`config.mk`:
```
export PLATFORM = sky130hd
export DESIGN_NAME = pdm_modulator
export DESIGN_NICKNAME = d
export VERILOG_FILES = /design/src/rtl/pdm_modulator.sv
export SDC_FILE = /design/constraint.sdc
export NUM_CORES = 1
export LEC_CHECK = 0
export BUFFER_PORTS_ARGS = -buffer_cell sky130_fd_sc_hd__buf_4
export CAP_MARGIN = 20
export CELL_PAD_IN_SITES_DETAIL_PLACEMENT = 2
export CELL_PAD_IN_SITES_GLOBAL_PLACEMENT = 2
export CORE_MARGIN = 2
export CORE_UTILIZATION = 35
export CTS_CLUSTER_SIZE = 25
export DETAILED_ROUTE_END_ITERATION = 10
export GPL_ROUTABILITY_DRIVEN = 0
export PLACE_DENSITY = 0.72
export SLEW_MARGIN = 5
export SYNTH_ARGS = -nofsm -noshare
export SYNTH_HDL_FRONTEND = slang
export SYNTH_SLANG_ARGS = --single-unit
```
`constraint.sdc`:
```
create_clock -name pdm_clk -period 7.4 [get_ports pdm_clk]
set_input_delay 0.37 -clock pdm_clk [delete_from_list [all_inputs] [get_ports pdm_clk]]
set_output_delay 0.37 -clock pdm_clk [all_outputs]
set_load 0.02 [all_outputs]
```
`src/rtl/pdm_modulator.sv`:
```
// pdm_modulator: turns signed PCM at pdm_clk/R into a 1-bit PDM stream (zero-order hold + 2nd-order sigma-delta).
// Latency: a sample popped at a boundary edge drives the integrators in the next cycle; pdm_out is registered.
// Backpressure: din_ready drops while the input FIFO is full; an empty FIFO at a boundary plays silence and sets sticky underrun.
module pdm_modulator #(
  parameter int R          = 24,
  parameter int IN_WIDTH   = 16,
  parameter int FIFO_DEPTH = 4
) (
  input  logic                               pdm_clk,
  input  logic                               reset_n,
  input  logic signed [IN_WIDTH-1:0]         din,
  input  logic                               din_valid,
  output logic                               din_ready,
  input  logic                               clear_underrun,
  output logic                               pdm_out,
  output logic                               sample_tick,
  output logic                               underrun,
  output logic [$clog2(FIFO_DEPTH+1)-1:0]    fifo_level
);

  localparam int LW = $clog2(FIFO_DEPTH + 1);
  localparam int AW = (FIFO_DEPTH > 1) ? $clog2(FIFO_DEPTH) : 1;
  localparam int PW = (R > 1) ? $clog2(R) : 1;
  // Integrators carry 6 guard bits over the sample; sums get 2 more before clamping.
  localparam int IW = IN_WIDTH + 6;
  localparam int SW = IW + 2;

  localparam logic signed [SW-1:0] F_POS = SW'(64'sd1 <<< (IN_WIDTH - 1));
  localparam logic signed [SW-1:0] I_MAX = {{(SW-IW+1){1'b0}}, {(IW-1){1'b1}}};
  localparam logic signed [SW-1:0] I_MIN = {{(SW-IW+1){1'b1}}, {(IW-1){1'b0}}};
  localparam logic [PW-1:0]        PHASE_LAST = PW'(R - 1);
  localparam logic [LW-1:0]        LEVEL_FULL = LW'(FIFO_DEPTH);

  logic signed [IN_WIDTH-1:0] mem_q [FIFO_DEPTH];
  logic [AW-1:0]              wr_ptr_q, wr_ptr_d;
  logic [AW-1:0]              rd_ptr_q, rd_ptr_d;
  logic [LW-1:0]              level_q, level_d;
  logic [PW-1:0]              phase_q, phase_d;
  logic signed [IN_WIDTH-1:0] x_q, x_d;
  logic signed [IW-1:0]       i1_q, i1_d;
  logic signed [IW-1:0]       i2_q, i2_d;
  logic                       pdm_q, pdm_d;
  logic                       tick_q, tick_d;
  logic                       under_q, under_d;

  logic                       push, pop, boundary, fifo_empty;
  logic signed [SW-1:0]       fb, sum1, sum2;

  // Clamp a widened sum back into integrator range instead of wrapping.
  function automatic logic signed [IW-1:0] sat(input logic signed [SW-1:0] v);
    logic signed [IW-1:0] r;
    if (v > I_MAX)      r = I_MAX[IW-1:0];
    else if (v < I_MIN) r = I_MIN[IW-1:0];
    else                r = v[IW-1:0];
    return r;
  endfunction

  assign din_ready   = (level_q < LEVEL_FULL);
  assign fifo_level  = level_q;
  assign pdm_out     = pdm_q;
  assign sample_tick = tick_q;
  assign underrun    = under_q;

  // Next-state: FIFO bookkeeping, sample hold, sigma-delta loop and underrun flag.
  always_comb begin
    boundary   = (phase_q == PHASE_LAST);
    fifo_empty = (level_q == '0);
    push       = din_valid && din_ready;
    // Pop only what was already stored: a word pushed on this edge cannot fall through.
    pop        = boundary && !fifo_empty;

    wr_ptr_d = push ? wr_ptr_q + AW'(1) : wr_ptr_q;
    rd_ptr_d = pop  ? rd_ptr_q + AW'(1) : rd_ptr_q;
    level_d  = level_q;
    case ({push, pop})
      2'b10:   level_d = level_q + LW'(1);
      2'b01:   level_d = level_q - LW'(1);
      default: level_d = level_q;
    endcase

    phase_d = boundary ? '0 : phase_q + PW'(1);

    x_d = x_q;
    if (boundary) x_d = fifo_empty ? '0 : mem_q[rd_ptr_q];

    // Loop uses the held x and last output bit as feedback.
    fb   = pdm_q ? F_POS : -F_POS;
    sum1 = {{(SW-IW){i1_q[IW-1]}}, i1_q} + {{(SW-IN_WIDTH){x_q[IN_WIDTH-1]}}, x_q} - fb;
    i1_d = sat(sum1);
    sum2 = {{(SW-IW){i2_q[IW-1]}}, i2_q} + {{(SW-IW){i1_d[IW-1]}}, i1_d} - fb;
    i2_d = sat(sum2);
    pdm_d = ~i2_d[IW-1];

    tick_d = boundary;

    // A fresh underrun beats a simultaneous clear.
    if (boundary && fifo_empty) under_d = 1'b1;
    else if (clear_underrun)    under_d = 1'b0;
    else                        under_d = under_q;
  end

  // FIFO storage; contents are don't-care while the level says empty.
  always_ff @(posedge pdm_clk) begin
    if (push) mem_q[wr_ptr_q] <= din;
  end

  // State registers with synchronous active-low reset.
  always_ff @(posedge pdm_clk) begin
    if (!reset_n) begin
      wr_ptr_q <= '0;
      rd_ptr_q <= '0;
      level_q  <= '0;
      phase_q  <= '0;
      x_q      <= '0;
      i1_q     <= '0;
      i2_q     <= '0;
      pdm_q    <= 1'b0;
      tick_q   <= 1'b0;
      under_q  <= 1'b0;
    end else begin
      wr_ptr_q <= wr_ptr_d;
      rd_ptr_q <= rd_ptr_d;
      level_q  <= level_d;
      phase_q  <= phase_d;
      x_q      <= x_d;
      i1_q     <= i1_d;
      i2_q     <= i2_d;
      pdm_q    <= pdm_d;
      tick_q   <= tick_d;
      under_q  <= under_d;
    end
  end

endmodule

```
==> run metrics, run 1 <==
WP data required 7.78 ns; Fin Setup TNS -27.40 ns; outcome complete, but fails checks; Die Y 154 microns; clk_skew 0.0302 ns; r2r worst-path depth 39; crit path launch type register; most frequent cell after synthesis dfxtp_1; Core Area 0.0219 sq mm; CTS buffer count 17; DR DRC count 0; Iter 0 DRT Violations 410; Placed Area 0.00947 sq mm; number of max-cap violations 0; reg-to-reg slack, setup -1.34 ns; CP arrival 9.12 ns; Sink Count 141; Final Cell Area 0.0116 sq mm; drt wl/cell 30.2 microns; Synth top area share 0.245; final setup fails 23; Mean Syn Cell Area 11.1 sq um; most frequent cells after synthesis dfxtp_1, ha_1, edfxtp_1; Worst Setup SP i1_q[4]; share of cells above drive strength 1 0.448; Yosys warning count 0; Worst Hold Class input pin to register; failing checks negative setup slack; number of global-route vias before repair 8168; critical path class register to register; Synth cell types 78; Post-Synth XOR/XNOR Area 0.0525; worst hold path depth 1; Synth Cell Area 0.00784 sq mm; Rel. slew slack 0.224; Root Buffer clkbuf_16; first-pass GRT wire length 48.4 mm; Syn Inst Count 706; crit-path max cell delay 0.43 ns; Remaining Overflow, GRT 0; RSZ-0062 raised after global routing true; PortBufs 26; synth top area cells edfxtp_1, dfxtp_1, ha_1; Post-synth EDFFs 64; Worst-Skew Late Latency 0.46 ns; FMAX 114 MHz; Async SR Flop Fraction 0; I/O pin cnt 27; Top cell by count, worst path a21o_1; Crit-path slowest cell dfxtp_1; Starting Density 0.358; Worst-Margin Slew 1.16 ns; largest area contributor in the netlist edfxtp_1; detailed-placement wirelength estimate 18.6 mm; Worst R2R Start i1_q[4]; vias post-DR 7239; Die Area 0.0236 sq mm; # hold bufs at CTS 0; Slew Limit Fails 0; sequential share of the synthesized area 0.442; compound-cell area share of the yosys netlist 0.209; Final Net Count 1034; Simple-Gate Fraction of Synth Area 0.0958; CP max FO 6; Worst R2R End i2_q[1]; largest family of logic cells by synthesized area compound AO/OA/AOI/OAI gates; CTS tree built; register bit total from synthesis 141; Routed Wire Length 37.2 mm; htree depth 4; pin count of the biggest net entering global routing 38; Rows 54; Via-to-Cell Ratio 5.87; final hold violations 0; ant diodes 0; Tmin final 8.74 ns; Global Route Usage Sum 0.265; Core Util, Final 0.530; Post-synth top flop dfxtp_1; Post-Synth Adder-Cell Area 0.123; fin crit share 1.18; Area growth syn-to-layout 48.1%; post-synthesis mux area share 0.0460; setup ws final -1.34 ns; Clock Tree Buf Depth 2; Worst Setup End Kind register; FILL cells 2096; detailed-router iteration count before antenna repair 5; initial antenna violation count 0; Hold EP mem_q[1][12]; Syn Nets 800; DRT antenna net count 0; Die X-Extent 154 microns; hold path start din[12]; clock slew seen by the registers of the worst setup and hold paths 0.08 ns
==> worst max path at each step <==
stage / end / slack [ns] / cells past startpoint
2_1_floorplan: i2_q[15] / 0.002 / 37
6_report: i2_q[1] / -1.34 / 39
4_1_cts: i2_q[14] / -0.49 / 39
5_1_grt: i2_q[1] / -1.49 / 39
3_3_place_gp: i2_q[14] / -0.79 / 37
3_5_place_dp: i2_q[13] / -1.0 / 35
==> routing by layer <==
| layer | global-route usage | share of wire |
|---|---|---|
| met5 | 0 | 0 |
| met4 | 0.104 | 0.055 |
| met3 | 0.0364 | 0.031 |
| met2 | 0.514 | 0.55 |
| met1 | 0.287 | 0.36 |
==> flip-flops by register name (all words and copies together), names as in the netlist, 2 cells and up, named ones only <==
| name | count |
|---|---|
| fifo_level | 3 |
| i1_q | 22 |
| i2_q | 22 |
| mem_q | 64 |
| phase_q | 5 |
| rd_ptr_q | 2 |
| wr_ptr_q | 2 |
| x_q | 16 |
==> cells by family after synthesis <==
family / after synthesis
muxes: 16
xor gates and xnor gates: 47
DFF: 141
adders and majority gates: 74
buffers and inverters: 53
and+or+nand+nor: 145
AOI/OAI and AO/OA: 230
==> metrics by stage <==
step	hold WS, ns	setup WS, ns	std cells
2_1_floorplan	0.418	0.00195	706
3_3_place_gp	0.428	-0.787	1122
3_5_place_dp	0.446	-1.00	1123
4_1_cts	0.123	-0.492	1206
5_1_grt	0.121	-1.49	1233
6_report	0.127	-1.34	1233
==> worst max-delay path: cells and delay by family (launching register included) <==
kind	cells	cell delay (ns)
AOI/OAI and AO/OA	18	4.47
DFF	1	0.43
and+or+nand+nor	8	1.15
adders and majority gates	4	1.09
xor gates and xnor gates	1	0.34
buffers and inverters	8	1.16
==> cell type report <==
cell class / instances / area [sq um] / share of cell area
Tap cell: 280 / 350 / 0.0302
Sequential cell: 141 / 3470 / 0.299
Multi-Input combinational cell: 512 / 5050 / 0.435
Timing Repair Buffer: 240 / 2070 / 0.179
Clock buffer: 17 / 425 / 0.0367
Inverter: 28 / 105 / 0.00906
Clock inverter: 15 / 125 / 0.0108
==> cell usage in the layout (no fill, tap or decap), types with 13 or more instances in the layout <==
master       n
nor2_1      36
inv_1       25
nand2_1     29
ha_1        47
dfxtp_1     71
xor2_1      23
clkbuf_16   19
edfxtp_1    64
ha_4        15
buf_4      205
buf_6       22
a21oi_1     25
o21ai_0     18
o31ai_1     20
xnor2_1     21
a21o_1      46
mux4_2      16
a32o_1      13
==> timing repair <==
action                                  in CTS  in global routing
buffers inserted                            47                 29
gates resized for setup                    112                 82
gates cloned                                 4                  3
pin swaps                                   61                 60
endpoints found under the setup margin      23                 23
Power of run 1 is left out: the tool's default activity adds up to more than one toggle a clock period on the data nets, which glitch-free logic cannot reach.
==> inputs of run 2 (changes only) <==
--- a/config.mk
+++ b/config.mk
@@ -5,7 +5,7 @@
 export SDC_FILE = /design/constraint.sdc
 export NUM_CORES = 1
 export LEC_CHECK = 0
-export BUFFER_PORTS_ARGS = -buffer_cell sky130_fd_sc_hd__buf_4
+export BUFFER_PORTS_ARGS = -buffer_cell sky130_fd_sc_hd__buf_2
 export CAP_MARGIN = 20
 export CELL_PAD_IN_SITES_DETAIL_PLACEMENT = 2
 export CELL_PAD_IN_SITES_GLOBAL_PLACEMENT = 2
==> run 2 against run 1 <==
The run still ends with negative setup slack left. Wire length fell by 20%. Worst hold slack improved by 0.025 ns. Core utilization fell by 4.1 points. Final area fell by 7.8%. Register-to-register slack improved by 0.30 ns. Die area did not move. Critical path type unchanged. Global-route usage fell by 3.6 points. Sequential cell count did not move. Fmax rose by 3.5%. Critical endpoint is now i2_q[15].
==> run metrics, run 2 (synthesis gave the netlist of run 1 again) <==
outcome complete, but fails checks (unchanged); failing checks negative setup slack (unchanged); crit path launch type register (unchanged); first-pass GRT wire length 42.2 mm (was 48.4 mm); Hold EP mem_q[0][6] (was mem_q[1][12]); commonest non-fill, non-tap cell in the layout buf_4 (unchanged); FMAX 118 MHz (was 114 MHz); Root Buffer clkbuf_16 (unchanged); Final Cell Area 0.0107 sq mm (was 0.0116 sq mm); Worst-Margin Slew 1.05 ns (was 1.16 ns); Placed Area 0.00937 sq mm (was 0.00947 sq mm); CTS buffer count 17 (unchanged); Worst Setup End Kind register (unchanged); number of global-route vias before repair 7562 (was 8168); CTS tree built (unchanged); initial antenna violation count 0 (unchanged); vias post-DR 6703 (was 7239); Tmin final 8.44 ns (was 8.74 ns); Remaining Overflow, GRT 0 (unchanged); Worst R2R Start x_q[0] (was i1_q[4]); Buf/Inv on CP 6 (was 8); Clock Tree Buf Depth 2 (unchanged); number of max-cap violations 0 (unchanged); r2r worst-path depth 41 (was 39); worst hold path depth 1 (unchanged); clock slew seen by the registers of the worst setup and hold paths 0.07 ns (was 0.08 ns); final hold violations 0 (unchanged); ant diodes 0 (unchanged); final setup fails 23 (unchanged); setup ws final -1.04 ns (was -1.34 ns); Global Route Usage Sum 0.229 (was 0.265); Area growth syn-to-layout 36.5% (was 48.1%); drt wl/cell 25.1 microns (was 30.2 microns); detailed-router iteration count before antenna repair 5 (unchanged); pin count of the biggest net entering global routing 38 (unchanged); CP max FO 22 (was 6); Largest register FFs 64 (unchanged); Worst Hold Class input pin to register (unchanged); Routed Wire Length 29.7 mm (was 37.2 mm); Final Net Count 984 (was 1034); Die Area 0.0236 sq mm (unchanged); WP data required 7.77 ns (was 7.78 ns); Rows 54 (unchanged); Via-to-Cell Ratio 5.67 (was 5.87); Die Y 154 microns (unchanged); clk_skew 0.0257 ns (was 0.0302 ns); Crit-path slowest cell o41ai_4 (was dfxtp_1); Worst-Skew Late Latency 0.44 ns (was 0.46 ns); Most flops, register mem_q (unchanged); htree depth 4 (unchanged); hold path start din[6] (was din[12]); CP top delay family compound AO/OA/AOI/OAI gates (unchanged); PortBufs 26 (unchanged); DRT antenna net count 0 (unchanged); # hold bufs at CTS 0 (unchanged); Slew Limit Fails 0 (unchanged); DR DRC count 0 (unchanged); crit-path max cell delay 0.45 ns (was 0.43 ns); critical path class register to register (unchanged); Sink Count 141 (unchanged); Iter 0 DRT Violations 352 (was 410); most frequent cells in the layout buf_4, dfxtp_1, edfxtp_1 (unchanged); detailed-placement wirelength estimate 17.9 mm (was 18.6 mm); registers with the most flip-flops mem_q (64), i1_q (22), i2_q (22) (unchanged); Die X-Extent 154 microns (unchanged); Worst R2R End i2_q[15] (was i2_q[1]); Starting Density 0.358 (unchanged); Core Area 0.0219 sq mm (unchanged); I/O pin cnt 27 (unchanged); reg-to-reg slack, setup -1.04 ns (was -1.34 ns); CP arrival 8.81 ns (was 9.12 ns); share of cells above drive strength 1 0.370 (was 0.448); RSZ-0062 raised after global routing true (unchanged); fin crit share 1.14 (was 1.18); Rel. slew slack 0.303 (was 0.224)
## run 2: cell count changes in the layout (fill, tap and decap cells not counted), moves of 5 or more
cell,change
buf_2,+26
ha_1,+7
buf_4,-53
o21ai_4,-5
ha_4,-7
buf_6,-15
## run 2: per-layer routing
metal / wire length [microns] / GRT usage / vias to the layer above / share of wire
li1: - / - / 3047 / -
met3: 727 / 0.0420 / 59 / 0.025
met1: 11300 / 0.246 / 3459 / 0.38
met4: 876 / 0.0957 / 0 / 0.030
met5: 0 / 0 / - / 0
met2: 16800 / 0.437 / 138 / 0.57
## run 2: how the worst max path moves through the flow
stage,from,to,slack [ns],cells past startpoint
6_report,x_q[0],i2_q[15],-1.04,41
5_1_grt,x_q[0],i2_q[14],-1.37,39
4_1_cts,x_q[0],i2_q[15],-0.68,41
3_5_place_dp,x_q[6],i2_q[14],-1.08,37
3_3_place_gp,x_q[0],i2_q[14],-0.66,38
2_1_floorplan,x_q[0],i2_q[15],0.002,37
## run 2: final cells by class
class,instances,area [sq um]
well taps,280,350
flip-flops and latches,141,3470
inverters,28,105
clock buffers,18,429
fillers,2168,11200
repair buffers,190,1460
multi-input cells,512,4700
clock inverters,14,181
## run 2: repair_timing
| action | in CTS | in global routing |
|---|---|---|
| cloned | 2 | 0 |
| hold endpoints to repair | 0 | 0 |
| pin swaps | 34 | 51 |
| setup buffers | 16 | 18 |
| endpoints found under the setup margin | 23 | 23 |
| resized for setup | 53 | 58 |
## run 2: metrics by stage
| stage | instances | setup slack (ns) | util | setup TNS, ns | hold WS, ns |
|---|---|---|---|---|---|
| 2_1_floorplan | 706 | 0.00195 | - | 0 | 0.418 |
| 3_3_place_gp | 1119 | -0.663 | 0.427 | -13.25 | 0.428 |
| 3_5_place_dp | 1120 | -1.08 | 0.428 | -22.68 | 0.456 |
| 4_1_cts | 1168 | -0.676 | 0.471 | -12.81 | 0.137 |
| 5_1_grt | 1183 | -1.37 | 0.488 | -28.76 | 0.152 |
| 6_report | 1183 | -1.04 | 0.488 | -21.13 | 0.152 |
Power of run 2 is left out for the same reason.
==> inputs of run 3 (changes only) <==
--- a/config.mk
+++ b/config.mk
@@ -10,11 +10,11 @@
 export CELL_PAD_IN_SITES_DETAIL_PLACEMENT = 2
 export CELL_PAD_IN_SITES_GLOBAL_PLACEMENT = 2
 export CORE_MARGIN = 2
-export CORE_UTILIZATION = 35
+export CORE_UTILIZATION = 38
 export CTS_CLUSTER_SIZE = 25
 export DETAILED_ROUTE_END_ITERATION = 10
 export GPL_ROUTABILITY_DRIVEN = 0
-export PLACE_DENSITY = 0.72
+export PLACE_DENSITY = 0.77
 export SLEW_MARGIN = 5
 export SYNTH_ARGS = -nofsm -noshare
 export SYNTH_HDL_FRONTEND = slang
==> constraint.sdc (replaced) <==
create_clock -name pdm_clk -period 7.4 [get_ports pdm_clk]
set_input_delay 0.37 -clock pdm_clk [delete_from_list [all_inputs] [get_ports pdm_clk]]
set_output_delay 0.37 -clock pdm_clk [all_outputs]
set_load 0.005 [all_outputs]
==> run 3 against run 2 <==
The flow still finishes with violations (negative setup slack). Register-to-register slack lost 0.22 ns. Final area increased by 2.1%. Fmax shrank 2.5%. Critical path type unchanged. Critical endpoint is now i2_q[0]. Highest routed layer unchanged.
==> run metrics, run 3 (synthesis gave the netlist of run 1 again) <==
Worst Hold Class input pin to register (unchanged); Area growth syn-to-layout 39.3% (was 36.5%); DRT antenna net count 0 (unchanged); area of the multi-input gates 0.00482 sq mm (was 0.00470 sq mm); PortBufs 26 (unchanged); pin count of the biggest net entering global routing 38 (unchanged); CP max FO 11 (was 22); most frequent cells in the layout buf_4, dfxtp_1, edfxtp_1 (unchanged); Rows 52 (was 54); fin crit share 1.17 (was 1.14); hold path start din[8] (was din[6]); final setup fails 23 (unchanged); Final Net Count 1001 (was 984); reg-to-reg slack, setup -1.26 ns (was -1.04 ns); outcome complete, but fails checks (unchanged); Core Util, Final 0.540 (was 0.488); Core Area 0.0202 sq mm (was 0.0219 sq mm); crit-path max cell delay 0.45 ns (about the same); failing checks negative setup slack (unchanged); I/O pin cnt 27 (unchanged); initial antenna violation count 0 (unchanged); first-pass GRT wire length 50.4 mm (was 42.2 mm); Worst Setup End Kind register (unchanged); number of max-cap violations 0 (unchanged); Root Buffer clkbuf_16 (unchanged); Via-to-Cell Ratio 6.11 (was 5.67); worst hold path depth 1 (unchanged); FMAX 115 MHz (was 118 MHz); Remaining Overflow, GRT 0 (unchanged); Clock Tree Buf Depth 2 (unchanged); drt wl/cell 32.5 microns (was 25.1 microns); Rel. slew slack 0.195 (was 0.303); ant diodes 0 (unchanged); Sequential Area 0.00347 sq mm (about the same); clock slew seen by the registers of the worst setup and hold paths 0.08 ns (was 0.07 ns); Iter 0 DRT Violations 473 (was 352); Die X-Extent 148 microns (was 154 microns); Crit-path slowest cell dfxtp_1 (was o41ai_4); Worst-Margin Slew 1.20 ns (was 1.05 ns); Most flops, register mem_q (unchanged); CP arrival 8.98 ns (was 8.81 ns); Hold EP mem_q[2][8] (was mem_q[0][6]); DR DRC count 0 (unchanged); number of global-route vias before repair 7982 (was 7562); detailed-placement wirelength estimate 18.5 mm (was 17.9 mm); WP data required 7.72 ns (was 7.77 ns); FILL cells 1922 (was 2168); Die Y 148 microns (was 154 microns); share of cells above drive strength 1 0.398 (was 0.370); Die Area 0.0218 sq mm (was 0.0236 sq mm); commonest non-fill, non-tap cell in the layout buf_4 (unchanged); vias post-DR 7269 (was 6703); Tmin final 8.66 ns (was 8.44 ns); Global Route Usage Sum 0.310 (was 0.229); Sink Count 141 (unchanged); critical path class register to register (unchanged); registers with the most flip-flops mem_q (64), i1_q (22), i2_q (22) (unchanged); WHS 0.138 ns (was 0.152 ns); clk_skew 0.0186 ns (was 0.0257 ns); Starting Density 0.387 (was 0.358); r2r worst-path depth 38 (was 41); Worst R2R Start x_q[1] (was x_q[0]); Worst-Skew Late Latency 0.46 ns (was 0.44 ns); RSZ-0062 raised after global routing true (unchanged); CTS buffer count 17 (unchanged); Slew Limit Fails 0 (unchanged); Placed Area 0.00930 sq mm (was 0.00937 sq mm); Worst R2R End i2_q[0] (was i2_q[15]); detailed-router iteration count before antenna repair 5 (unchanged); Largest register FFs 64 (unchanged); Fin Setup TNS -25.96 ns (was -21.13 ns); setup ws final -1.26 ns (was -1.04 ns); htree depth 4 (unchanged); final hold violations 0 (unchanged); # hold bufs at CTS 0 (unchanged); crit path launch type register (unchanged); Routed Wire Length 38.7 mm (was 29.7 mm); Final Cell Area 0.0109 sq mm (was 0.0107 sq mm); CTS tree built (unchanged)
-- run 3: worst max path at each step --
stage	from	end	slack [ns]
after floorplan	x_q[0]	i2_q[15]	0.003
after global placement	x_q[0]	i2_q[14]	-0.64
after detailed placement	x_q[0]	i2_q[4]	-1.12
after CTS	x_q[0]	i2_q[15]	-0.74
after global routing	x_q[1]	i2_q[14]	-1.54
final	x_q[1]	i2_q[0]	-1.26
-- run 3: cell type report --
class	count	area share
inverters	28	0.00963
clock buffers	17	0.0390
flip-flops and latches	141	0.318
clock inverters	15	0.0157
repair buffers	207	0.146
multi-input cells	512	0.441
well taps	270	0.0309
-- run 3: layer usage --
metal	part of all wire	global-route usage	wire, microns
met1	0.37	0.344	14400
met2	0.53	0.561	20600
met3	0.038	0.0546	1460
met4	0.057	0.175	2220
met5	0	0	0
-- run 3: per-stage QoR --
stage | std cells | worst slack [ns]
floorplan | 706 | 0.00305
global placement | 1105 | -0.636
detailed placement | 1106 | -1.12
CTS | 1164 | -0.740
global route | 1190 | -1.54
finish | 1190 | -1.26
-- run 3: critical path, delay by kind of cell, from the launching register on --
kind,cells,cell delay [ns]
simple gates,8,1.57
xor+xnor,1,0.17
fa+ha+maj,5,1.52
flops,1,0.45
buf+inv,5,0.75
compound gates,19,4.02
-- run 3: repair_timing --
item                       4_1_cts  5_1_grt
setup endpoints to repair       23       23
setup buffers                   24       26
gates cloned                     2        1
pin swaps                       17       60
gates resized for setup         72       64
Power of run 3 is left out for the same reason.
